==> config.mk <==
export PLATFORM = sky130hd
export DESIGN_NAME = pipe_stage_reg_flat
export DESIGN_NICKNAME = d
export VERILOG_FILES = /design/src/rtl/pipe_stage_reg_if.sv /design/src/rtl/pipe_stage_reg.sv /design/src/flat_wrapper.sv
export SDC_FILE = /design/constraint.sdc
export NUM_CORES = 1
export LEC_CHECK = 0
export BUFFER_PORTS_ARGS = -buffer_cell sky130_fd_sc_hd__buf_2
export CORE_AREA = 2 2 238 240
export CTS_BUF_LIST = sky130_fd_sc_hd__clkbuf_4
export CTS_CLUSTER_DIAMETER = 150
export CTS_CLUSTER_SIZE = 30
export DETAILED_ROUTE_END_ITERATION = 12
export DIE_AREA = 0 0 240 242
export GPL_ROUTABILITY_DRIVEN = 0
export GPL_TIMING_DRIVEN = 1
export SYNTH_ARGS = -nofsm -noshare
export SYNTH_HDL_FRONTEND = slang
export SYNTH_SLANG_ARGS = --single-unit
==> constraint.sdc <==
create_clock -name clk -period 4.23 [get_ports clk]
set_clock_uncertainty 0.15 [all_clocks]
set_input_delay 0.2115 -clock clk [delete_from_list [all_inputs] [get_ports clk]]
set_output_delay 0.2115 -clock clk [all_outputs]
set_load 0.02 [all_outputs]
==> src/rtl/pipe_stage_reg_if.sv <==
// rtl/pipe_stage_reg_if.sv - stage-register bus between hazard unit/upstream stage and downstream stage
// Ports (signals):
//   stall, flush, valid_in, ctrl_in, data_in, cnt_clr    driven by master (hazard unit / upstream)
//   valid_out, ctrl_out, data_out, stall_cnt, kill_cnt   driven by slave (pipe_stage_reg)
interface pipe_stage_reg_if #(
  parameter int DATA_W = 271,
  parameter int CTRL_W = 13,
  parameter int CNT_W  = 16
);
  logic              stall;
  logic              flush;
  logic              valid_in;
  logic [CTRL_W-1:0] ctrl_in;
  logic [DATA_W-1:0] data_in;
  logic              cnt_clr;
  logic              valid_out;
  logic [CTRL_W-1:0] ctrl_out;
  logic [DATA_W-1:0] data_out;
  logic [CNT_W-1:0]  stall_cnt;
  logic [CNT_W-1:0]  kill_cnt;

  modport master (
    output stall, flush, valid_in, ctrl_in, data_in, cnt_clr,
    input  valid_out, ctrl_out, data_out, stall_cnt, kill_cnt
  );

  modport slave (
    input  stall, flush, valid_in, ctrl_in, data_in, cnt_clr,
    output valid_out, ctrl_out, data_out, stall_cnt, kill_cnt
  );
endinterface

==> src/rtl/pipe_stage_reg.sv <==
// rtl/pipe_stage_reg.sv - generic pipeline stage register with stall, flush, bubble insertion and perf counters
// Ports:
//   clk  - clock, all state updates on rising edge
//   rst  - synchronous active-high reset
//   bus  - pipe_stage_reg_if.slave: stall/flush/valid_in/ctrl_in/data_in/cnt_clr in,
//          valid_out/ctrl_out/data_out/stall_cnt/kill_cnt out (all registered)
module pipe_stage_reg #(
  parameter int DATA_W     = 271,
  parameter int CTRL_W     = 13,
  parameter bit FLUSH_DATA = 1'b0,
  parameter int CNT_W      = 16
) (
  input  logic           clk,
  input  logic           rst,
  pipe_stage_reg_if.slave bus
);

  logic              valid_q;
  logic [CTRL_W-1:0] ctrl_q;
  logic [DATA_W-1:0] data_q;
  logic [CNT_W-1:0]  stall_cnt_q;
  logic [CNT_W-1:0]  kill_cnt_q;

  logic load_en;
  logic data_en;
  logic stall_inc;
  logic kill_inc;

  // Flush outranks stall, so a load only happens when neither is asserted.
  assign load_en = !bus.flush && !bus.stall;
  // The data bundle is only touched by a flush when it is configured to clear.
  assign data_en = load_en || (bus.flush && FLUSH_DATA);

  // Only real instructions are counted; bubbles held or killed are free.
  assign stall_inc = bus.stall && !bus.flush && valid_q;
  assign kill_inc  = bus.flush && valid_q;

  always_ff @(posedge clk) begin
    if (rst) begin
      valid_q <= 1'b0;
      ctrl_q  <= '0;
      data_q  <= '0;
    end else begin
      if (bus.flush) begin
        valid_q <= 1'b0;
        ctrl_q  <= '0;
      end else if (load_en) begin
        valid_q <= bus.valid_in;
        // An invalid upstream slot enters as a bubble with zero control.
        ctrl_q  <= bus.valid_in ? bus.ctrl_in : '0;
      end
      if (data_en) begin
        data_q <= bus.flush ? '0 : bus.data_in;
      end
    end
  end

  always_ff @(posedge clk) begin
    if (rst || bus.cnt_clr) begin
      stall_cnt_q <= '0;
      kill_cnt_q  <= '0;
    end else begin
      if (stall_inc && (stall_cnt_q != {CNT_W{1'b1}})) begin
        stall_cnt_q <= stall_cnt_q + CNT_W'(1);
      end
      if (kill_inc && (kill_cnt_q != {CNT_W{1'b1}})) begin
        kill_cnt_q <= kill_cnt_q + CNT_W'(1);
      end
    end
  end

  assign bus.valid_out = valid_q;
  assign bus.ctrl_out  = ctrl_q;
  assign bus.data_out  = data_q;
  assign bus.stall_cnt = stall_cnt_q;
  assign bus.kill_cnt  = kill_cnt_q;

endmodule

==> src/flat_wrapper.sv <==
// flat-port wrapper written by rule: the top's interface ports become plain ports
module pipe_stage_reg_flat 
#(
  parameter int DATA_W     = 271,
  parameter int CTRL_W     = 13,
  parameter bit FLUSH_DATA = 1'b0,
  parameter int CNT_W      = 16
)
  (clk, rst, bus_stall, bus_flush, bus_valid_in, bus_ctrl_in, bus_data_in, bus_cnt_clr, bus_valid_out, bus_ctrl_out, bus_data_out, bus_stall_cnt, bus_kill_cnt);
  pipe_stage_reg_if #(.DATA_W(DATA_W), .CTRL_W(CTRL_W), .CNT_W(CNT_W)) bus_i ();
  input  logic clk;
  input  logic rst;
  input wire logic [$bits(bus_i.stall)-1:0] bus_stall;
  input wire logic [$bits(bus_i.flush)-1:0] bus_flush;
  input wire logic [$bits(bus_i.valid_in)-1:0] bus_valid_in;
  input wire logic [$bits(bus_i.ctrl_in)-1:0] bus_ctrl_in;
  input wire logic [$bits(bus_i.data_in)-1:0] bus_data_in;
  input wire logic [$bits(bus_i.cnt_clr)-1:0] bus_cnt_clr;
  output wire logic [$bits(bus_i.valid_out)-1:0] bus_valid_out;
  output wire logic [$bits(bus_i.ctrl_out)-1:0] bus_ctrl_out;
  output wire logic [$bits(bus_i.data_out)-1:0] bus_data_out;
  output wire logic [$bits(bus_i.stall_cnt)-1:0] bus_stall_cnt;
  output wire logic [$bits(bus_i.kill_cnt)-1:0] bus_kill_cnt;
  assign bus_i.stall = bus_stall;
  assign bus_i.flush = bus_flush;
  assign bus_i.valid_in = bus_valid_in;
  assign bus_i.ctrl_in = bus_ctrl_in;
  assign bus_i.data_in = bus_data_in;
  assign bus_i.cnt_clr = bus_cnt_clr;
  assign bus_valid_out = bus_i.valid_out;
  assign bus_ctrl_out = bus_i.ctrl_out;
  assign bus_data_out = bus_i.data_out;
  assign bus_stall_cnt = bus_i.stall_cnt;
  assign bus_kill_cnt = bus_i.kill_cnt;
  pipe_stage_reg #(.DATA_W(DATA_W), .CTRL_W(CTRL_W), .FLUSH_DATA(FLUSH_DATA), .CNT_W(CNT_W)) u_core (.clk(clk), .rst(rst), .bus(bus_i));
endmodule
==> summary.log, run 1 <==
[clock_tree] CTS root buf clkbuf_4
[synthesis] synthesized area divided by synthesized cell count 7.87 µm²
[synthesis] number of enable-type register cells in the synthesized netlist 0
[clock_tree] PostCTS Resize Cnt 0
[die] count of pins on the block boundary 607
[outcome] result of the run aborted with a tool error
[synthesis] primary flip-flop cell chosen by synthesis mapping dfxtp_1
[synthesis] Post-synth ARST share 0
[synthesis] proportion of synthesized chip area in sequential cells 0.560
[clock_tree] number of buffers created by CTS 14
[synthesis] instance count of the mapped netlist 1440
[placed_design] count of input and output buffers 606
[clock_tree] post-CTS setup-driven buffer insertion count 0
[placed_design] HPWL Detailed 30400 µm
[outcome] Stop stage clock tree synthesis
[die] Die Y 242 µm
[outcome] first logged error message [ERROR RSZ-0060] Max buffer count reached.
[clock_tree] clock sink count 317
[die] num rows 87
[clock_tree] CTS Hold Bufs 549
[clock_tree] H-tree Lvls 1
[die] effective utilization at floorplan 0.203
[die] width of the chip 240 µm
[synthesis] Net Count, Synth 1732
[synthesis] number of warnings reported in the yosys synthesis log 0
[clock_tree] Max Root-Sink Buffers 3
[synthesis] number of distinct library cells after synthesis 41
[synthesis] area of the mapped netlist 0.0113 mm²
[synthesis] flip-flop and latch count after synthesis 317
==> synthesized netlist by cell type (all sizes together) (4+ instances only) <==
cell | n | area share
mux2i | 4 | 0.0035
clkbuf | 93 | 0.031
or4 | 12 | 0.0081
nand3 | 24 | 0.011
and3 | 4 | 0.0024
buf | 9 | 0.0038
or3 | 12 | 0.0068
nor2 | 9 | 0.0030
nor4 | 4 | 0.0022
o31ai | 11 | 0.0073
a21oi | 306 | 0.14
or2 | 4 | 0.0022
nand4 | 8 | 0.0050
and4 | 5 | 0.0039
nor3 | 4 | 0.0018
o21ai | 11 | 0.0049
dfxtp | 317 | 0.56
nand2 | 579 | 0.19
==> cell families after synthesis <==
kind of cell,synth area share
compound gates,0.157
buf+inv,0.0363
fa+ha+maj,0.00221
xor+xnor,0.000773
simple gates,0.240
flops,0.560
mux,0.00353
==> stage by stage <==
step / setup slack, ns / util / std cells / hold WS, ns / instance area [µm²]
3_5_place_dp: 1.98 / 0.273 / 2721 / 0.293 / 15200
2_1_floorplan: 2.21 / - / 1440 / 0.198 / 11300
3_3_place_gp: 1.99 / 0.273 / 2721 / 0.289 / 15200
==> run 2: changes to the inputs <==
CORE_AREA = 2 2 236 238   (was 2 2 238 240)
CTS_BUF_LIST = default   (was sky130_fd_sc_hd__clkbuf_4)
CTS_CLUSTER_DIAMETER = default   (was 150)
CTS_CLUSTER_SIZE = default   (was 30)
DIE_AREA = 0 0 238 240   (was 0 0 240 242)
PLACE_DENSITY_LB_ADDON = 0.15   (was default)
==> run 2 against run 1 <==
  * The flow now finishes without violations
  * Synthesized area is the same
  * Synthesized cell count is the same
==> summary.log, run 2 <==
[finish] share of the core filled with cells 0.353
[route] total detailed-routing wirelength 48000 µm
[timing] pins over their slew limit 0
[worst_hold_path] worst hold path class input pin to register
[finish] Layout Cells excl Fill 3033
[synthesis] number of distinct library cells after synthesis 41 [unchanged]
[timing] RSZ-0062 raised after global routing false
[placed_design] HPWL Detailed 33200 µm [+9.0%]
[power] total power divided by cell area 387 mW/mm²
[die] Die Y 240 µm [-0.83%]
[die] Total Die Area 0.0571 mm²
[route] antenna-violating nets left 0
[worst_setup_path] Worst Setup Path Type register to register
[worst_setup_path] data required time at the worst endpoint 4.55 ns
[route] # DRC 0
[global_routing] total global routing overflow 0
[timing] Min Clock Period, post-route 2.31 ns
[synthesis] Net Count, Synth 1732 [unchanged]
[finish] Non-Filler Cell Area, Final 0.0193 mm²
[route] average wire length per cell after detail routing 15.8 µm
[clock_tree] CTS root buf clkbuf_16
[timing] worst slack on hold paths 0.0940 ns
[finish] leading cell types in the layout, fill and taps excluded buf_2, nand2_1, dfxtp_1
[placed_design] Area after DPL 0.0150 mm² [-1.4%]
[die] num rows 86 [-1.1%]
[global_routing] antenna violations before repair 8
[power] peak ir drop on the vdd network 0.308 mV
[clock_tree] post-CTS setup-driven buffer insertion count 0 [unchanged]
[clock_tree] TritonCTS clock tree built
[timing] worst slew pin tran 1.17 ns
[global_routing] number of global-route vias before repair 12900
[worst_setup_path] crit start category register
[power] post-layout total power 7.47 mW
[synthesis] instance count of the mapped netlist 1440 [unchanged]
[finish] area overhead of the layout relative to synthesis 70.2%
[synthesis] area of the mapped netlist 0.0113 mm² [unchanged]
[synthesis] number of enable-type register cells in the synthesized netlist 0 [unchanged]
[timing] crit share post-route 0.547
[finish] leading cell type in the layout, fill and taps excluded buf_2
[route] vias after detailed routing 12900
[worst_setup_path] endpoint type of the worst setup path register
[synthesis] synthesized area divided by synthesized cell count 7.87 µm² [unchanged]
[outcome] result of the run completed
[global_routing] wire length of the first global-routing pass 72200 µm
[synthesis] cell type with the highest aggregate area in the netlist dfxtp_1
[placed_design] Setup Slack @ Placement 1.91 ns [-0.0692 ns]
[global_routing] largest net degree at the start of global routing 147
[power] reported leakage power 8.53 nW
[clock_tree] latest clock arrival within the worst-skew pair 0.55 ns
[finish] number of flip-flops in the largest register 271
[synthesis] flip-flop and latch count after synthesis 317 [unchanged]
[timing] Setup TNS Final 0 ns
[clock_tree] H-tree Lvls 2 [+1]
[run] max cap viols 0
[timing] worst relative slew slack 0.214
[synthesis] largest cells by area after synthesis dfxtp_1, nand2_1, a21oi_1
[global_routing] global-route usage over all layers 0.159
[route] drt first pass iters 5
[route] number of DRC violations after detailed-routing iteration 0 519
[die] effective utilization at floorplan 0.207 [+0.00398]
[die] count of pins on the block boundary 607 [unchanged]
[synthesis] Post-synth ARST share 0 [unchanged]
[finish] number of nets in the layout 2585
[die] total core area 0.0547 mm²
[clock_tree] number of buffers created by CTS 40 [+26]
[timing] maximum frequency from static timing analysis 432 MHz
[synthesis] cell types with the highest counts after synthesis nand2_1, dfxtp_1, a21oi_1
[die] width of the chip 238 µm [-0.83%]
[clock_tree] Max Root-Sink Buffers 3 [unchanged]
[synthesis] proportion of synthesized chip area in sequential cells 0.560 [unchanged]
[synthesis] fraction of synthesized cell area taken by the top area cell type 0.560 [unchanged]
[finish] ratio of cells with drive above 1 in the final layout 0.295
[route] Avg Vias per Cell 4.27
[worst_setup_path] arrival time reported for the critical path endpoint 2.64 ns
[placed_design] Placed Cells incl. Taps 2655 [-2.4%]
[worst_setup_path] largest driver fanout on the critical path 9
[clock_tree] clock-pin slew of the registers on the worst-case setup and hold paths 0.06 ns
[timing] setup violation total in the final timing report 0
[synthesis] primary flip-flop cell chosen by synthesis mapping dfxtp_1
[placed_design] count of input and output buffers 606 [unchanged]
[synthesis] most frequent cell after synthesis nand2_1
[timing] final hold violation count 0
[clock_tree] clock sink count 317 [unchanged]
[synthesis] number of warnings reported in the yosys synthesis log 0 [unchanged]
[timing] worst setup margin 1.92 ns
[run 2: cell counts after synthesis]
Identical to the previous run, type by type.
[run 2: power by group]
group	total, mW	switching [mW]	internal [mW]
combinational	0.971	0.533	0.438
sequential	3.16	0.0563	3.11
clock	3.33	1.35	1.98
total	7.47	1.93	5.53
[run 2: cells by family after synthesis]
kind of cell / after synthesis / share of synthesized area
DFF: 317 / 0.560
muxes: 4 / 0.00353
xor gates and xnor gates: 1 / 0.000773
AOI/OAI and AO/OA: 341 / 0.157
buffers and inverters: 106 / 0.0363
adders and majority gates: 2 / 0.00221
and+or+nand+nor: 669 / 0.240
[run 2: per-layer routing]
| metal | vias up | track usage | routed length [µm] |
|---|---|---|---|
| met1 | 5944 | 0.176 | 18600 |
| met4 | 2 | 0.0712 | 2020 |
| met3 | 97 | 0.0612 | 4040 |
| li1 | 6500 | - | - |
| met5 | - | 0 | 7 |
| met2 | 406 | 0.272 | 23300 |
[run 2: final cells by class]
cell class | instances | area (µm²)
repair buffers | 914 | 6170
flip-flops and latches | 317 | 6350
multi-input cells | 1017 | 4580
clock buffers | 59 | 1170
diodes | 8 | 20.0
well taps | 704 | 881
fillers | 5800 | 35400
inverters | 3 | 11.3
clock inverters | 11 | 98.8
[run 2: worst max-delay path, cell delays in order (launching register included)]
cell,delay (ns)
dfxtp_1,0.38
ha_1,0.25
nand3_1,0.16
nor4_1,0.92
o21ai_0,0.23
a21oi_1,0.16
[run 2: final timing paths]
kind | startpoint | to | slack (ns) | depth (start not counted)
worst min-delay path | bus_flush | u_core.bus.stall_cnt[1] | 0.09 | 4
worst max register to register | u_core.bus.stall_cnt[0] | u_core.bus.stall_cnt[0] | 1.92 | 5
worst max-delay path | u_core.bus.stall_cnt[0] | u_core.bus.stall_cnt[0] | 1.92 | 5
worst min register to register | u_core.bus.ctrl_out[5] | u_core.bus.ctrl_out[5] | 0.30 | 2
[run 2: what timing repair did]
action / CTS / global route
hold endpoints to repair: 287 / 0
gates resized for setup: 0 / 0
hold buffers: 300 / 0
Power figures use the tool's default switching activity.
==> run 3: changes to the inputs <==
clock period = 2 ns   (was 4.23 ns; I/O delays follow)
==> run 3 against run 2 <==
  * Sequential share of layout area fell by 1.7 points
  * Largest power group unchanged
  * Cell count rose by 3.1%
  * First-iteration DRC count rose by 7.9%
  * Flip-flop and latch count did not move
  * Worst hold slack got worse by 0.050 ns
  * Worst setup slack got worse by 1.9 ns
  * Cell area rose by 5.4%
  * Die area did not move
  * Total power rose by 120%
==> summary.log, run 3 (synthesis gave the netlist of run 2 again) <==
[outcome] result of the run completed
[power] peak ir drop on the vdd network 0.477 mV [+55%]
[route] total detailed-routing wirelength 48500 µm [+0.99%]
[timing] Setup TNS Final 0 ns [unchanged]
[worst_setup_path] data required time at the worst endpoint 2.27 ns [-2.28 ns]
[route] Avg Vias per Cell 4.25 [-0.51%]
[worst_setup_path] Worst Path Buf+Inv 5 [+5]
[finish] number of nets in the layout 2680 [+3.7%]
[worst_setup_path] register-to-register path setup slack 0.12 ns [-1.80 ns]
[clock_tree] clock-pin slew of the registers on the worst-case setup and hold paths 0.05 ns [about the same]
[die] count of pins on the block boundary 607 [unchanged]
[global_routing] antenna violations before repair 4 [-4]
[die] total core area 0.0547 mm² [unchanged]
[timing] Min Clock Period, post-route 1.94 ns
[clock_tree] clock sink count 317 [unchanged]
[route] # DRC 0 [unchanged]
[timing] pins over their slew limit 0 [unchanged]
[global_routing] number of global-route vias before repair 13200 [+2.9%]
[timing] worst slew pin tran 0.761 ns [-0.407 ns]
[timing] crit share post-route 0.968
[die] width of the chip 238 µm [unchanged]
[die] effective utilization at floorplan 0.207 [unchanged]
[worst_setup_path] critical path, cell by cell buf_2 > dlygate4sd3_1 > or2_4 > buf_12 > buf_16 > nand2_1 > a21oi_1 > dlygate4sd3_1
[global_routing] total global routing overflow 0 [unchanged]
[finish] number of flip-flops in the largest register 271 [unchanged]
[worst_setup_path] endpoint type of the worst setup path register
[worst_setup_path] cell at the slowest stage of the critical path dlygate4sd3_1
[worst_setup_path] launch point of the critical path bus_stall
[worst_setup_path] reg2reg end u_core.bus.stall_cnt[13]
[worst_setup_path] number of cells on the critical path 8 [+3]
[worst_setup_path] cell with the most instances on the worst path dlygate4sd3_1
[worst_setup_path] cell family with the largest share of critical-path delay buffers and inverters
[placed_design] count of input and output buffers 606 [unchanged]
[worst_setup_path] Worst Setup Path Type input pin to register
[power] total power divided by cell area 798 mW/mm² [+110%]
[global_routing] largest net degree at the start of global routing 128 [-13%]
[power] post-layout total power 16.2 mW [+120%]
[finish] area overhead of the layout relative to synthesis 79.4%
[global_routing] global-route usage over all layers 0.160 [+0.00107]
[route] vias after detailed routing 13300 [+2.6%]
[finish] fillers 5795 [-0.086%]
[worst_setup_path] largest driver fanout on the critical path 52 [+43]
[worst_setup_path] delay of the slowest cell on the worst path 0.58 ns [-0.34 ns]
[finish] ratio of cells with drive above 1 in the final layout 0.304 [+0.00931]
[route] drt first pass iters 5 [unchanged]
[clock_tree] latest clock arrival within the worst-skew pair 0.54 ns [about the same]
[worst_setup_path] reg2reg path depth 4 [-1]
[placed_design] HPWL Detailed 33900 µm [+2.3%]
[worst_setup_path] start of the worst register-to-register path u_core.bus.stall_cnt[3]
[clock_tree] CTS root buf clkbuf_16
[power] reported leakage power 8.99 nW [+5.3%]
[worst_setup_path] endpoint of the most critical setup path u_core.bus.data_out[231]
[route] number of DRC violations after detailed-routing iteration 0 560 [+7.9%]
[clock_tree] H-tree Lvls 2 [unchanged]
[global_routing] wire length of the first global-routing pass 72900 µm [+1.0%]
[clock_tree] Max Root-Sink Buffers 3 [unchanged]
[clock_tree] TritonCTS clock tree built
[route] antenna-violating nets left 0 [unchanged]
[die] Total Die Area 0.0571 mm² [unchanged]
[timing] final hold violation count 0 [unchanged]
[worst_hold_path] worst min-delay path startpoint bus_stall
[worst_setup_path] crit start category input pin
[clock_tree] number of buffers created by CTS 41 [+2.5%]
[timing] setup violation total in the final timing report 0 [unchanged]
[worst_setup_path] arrival time reported for the critical path endpoint 2.20 ns [-0.44 ns]
[timing] maximum frequency from static timing analysis 517 MHz
[finish] leading cell types in the layout, fill and taps excluded buf_2, nand2_1, dlygate4sd3_1
[run] max cap viols 0 [unchanged]
[timing] RSZ-0062 raised after global routing false
[die] num rows 86 [unchanged]
[worst_hold_path] worst hold path class input pin to register
[finish] leading cell type in the layout, fill and taps excluded buf_2
[die] Die Y 240 µm [unchanged]
[timing] worst relative slew slack 0.493 [+0.278]
[route] average wire length per cell after detail routing 15.5 µm [-2.0%]
[run 3: changes by cell type in the layout (fill, tap and decap cells not counted), moves of 2 or more]
| cell | change |
|---|---|
| buf_12 | +8 |
| buf_4 | +31 |
| clkinv_2 | +2 |
| dfxtp_1 | -3 |
| dfxtp_2 | +3 |
| diode_2 | -6 |
| dlygate4sd3_1 | +54 |
[run 3: worst min path at each step]
stage | cells after the start | endpoint | slack, ns
6_report | 5 | u_core.bus.data_out[10] | 0.04
5_1_grt | 5 | u_core.bus.data_out[10] | 0.04
4_1_cts | 3 | u_core.bus.ctrl_out[10] | 0.02
3_5_place_dp | 3 | u_core.bus.data_out[178] | 0.19
3_3_place_gp | 3 | u_core.bus.data_out[213] | 0.19
2_1_floorplan | 2 | u_core.bus.data_out[0] | 0.09
[run 3: final cells by class]
cell class	instances	area, µm²	share of cell area
Inverter	3	11.3	0.000554
Timing Repair Buffer	1008	7130	0.351
Multi-Input combinational cell	1017	4600	0.226
Tap cell	704	881	0.0433
Antenna cell	2	5.00	0.000246
Clock inverter	15	139	0.00683
Sequential cell	317	6350	0.312
Clock buffer	61	1210	0.0597
[run 3: layer usage]
layer,GRT usage,vias to the layer above,wire length [µm]
li1,-,6663,-
met3,0.0566,87,3950
met2,0.276,427,23400
met1,0.184,6099,19600
met4,0.0555,6,1510
met5,0,-,35
[run 3: timing repair]
| action | in CTS | in global routing |
|---|---|---|
| setup endpoints to repair | 0 | 19 |
| resized for setup | 0 | 6 |
| hold buffers | 354 | 0 |
| buffers inserted | 0 | 3 |
| hold endpoints to repair | 296 | 0 |
[run 3: power by group]
| part | switching, mW | internal, mW |
|---|---|---|
| logic | 1.15 | 1.03 |
| registers | 0.122 | 6.57 |
| clock network | 2.88 | 4.47 |
[run 3: worst min-delay path, cell delays in order]
cell and delay [ns]:
buf_2 0.12, nor2_4 0.06, buf_12 0.18, nand2_1 0.14
a21oi_1 0.07
[run 3: metrics by stage]
step | instances | hold WS, ns | worst slack, ns | area [µm²] | utilization
finish | 3127 | 0.0437 | 0.0643 | 20300 | 0.372
global route | 3126 | 0.0368 | 0.0122 | 20300 | 0.372
CTS | 3122 | 0.0190 | 0.0337 | 20300 | 0.371
detailed placement | 2692 | 0.195 | 0.0675 | 15400 | 0.281
global placement | 2692 | 0.190 | 0.0875 | 15400 | 0.281
floorplan | 1440 | 0.0860 | 0.00829 | 11300 | -
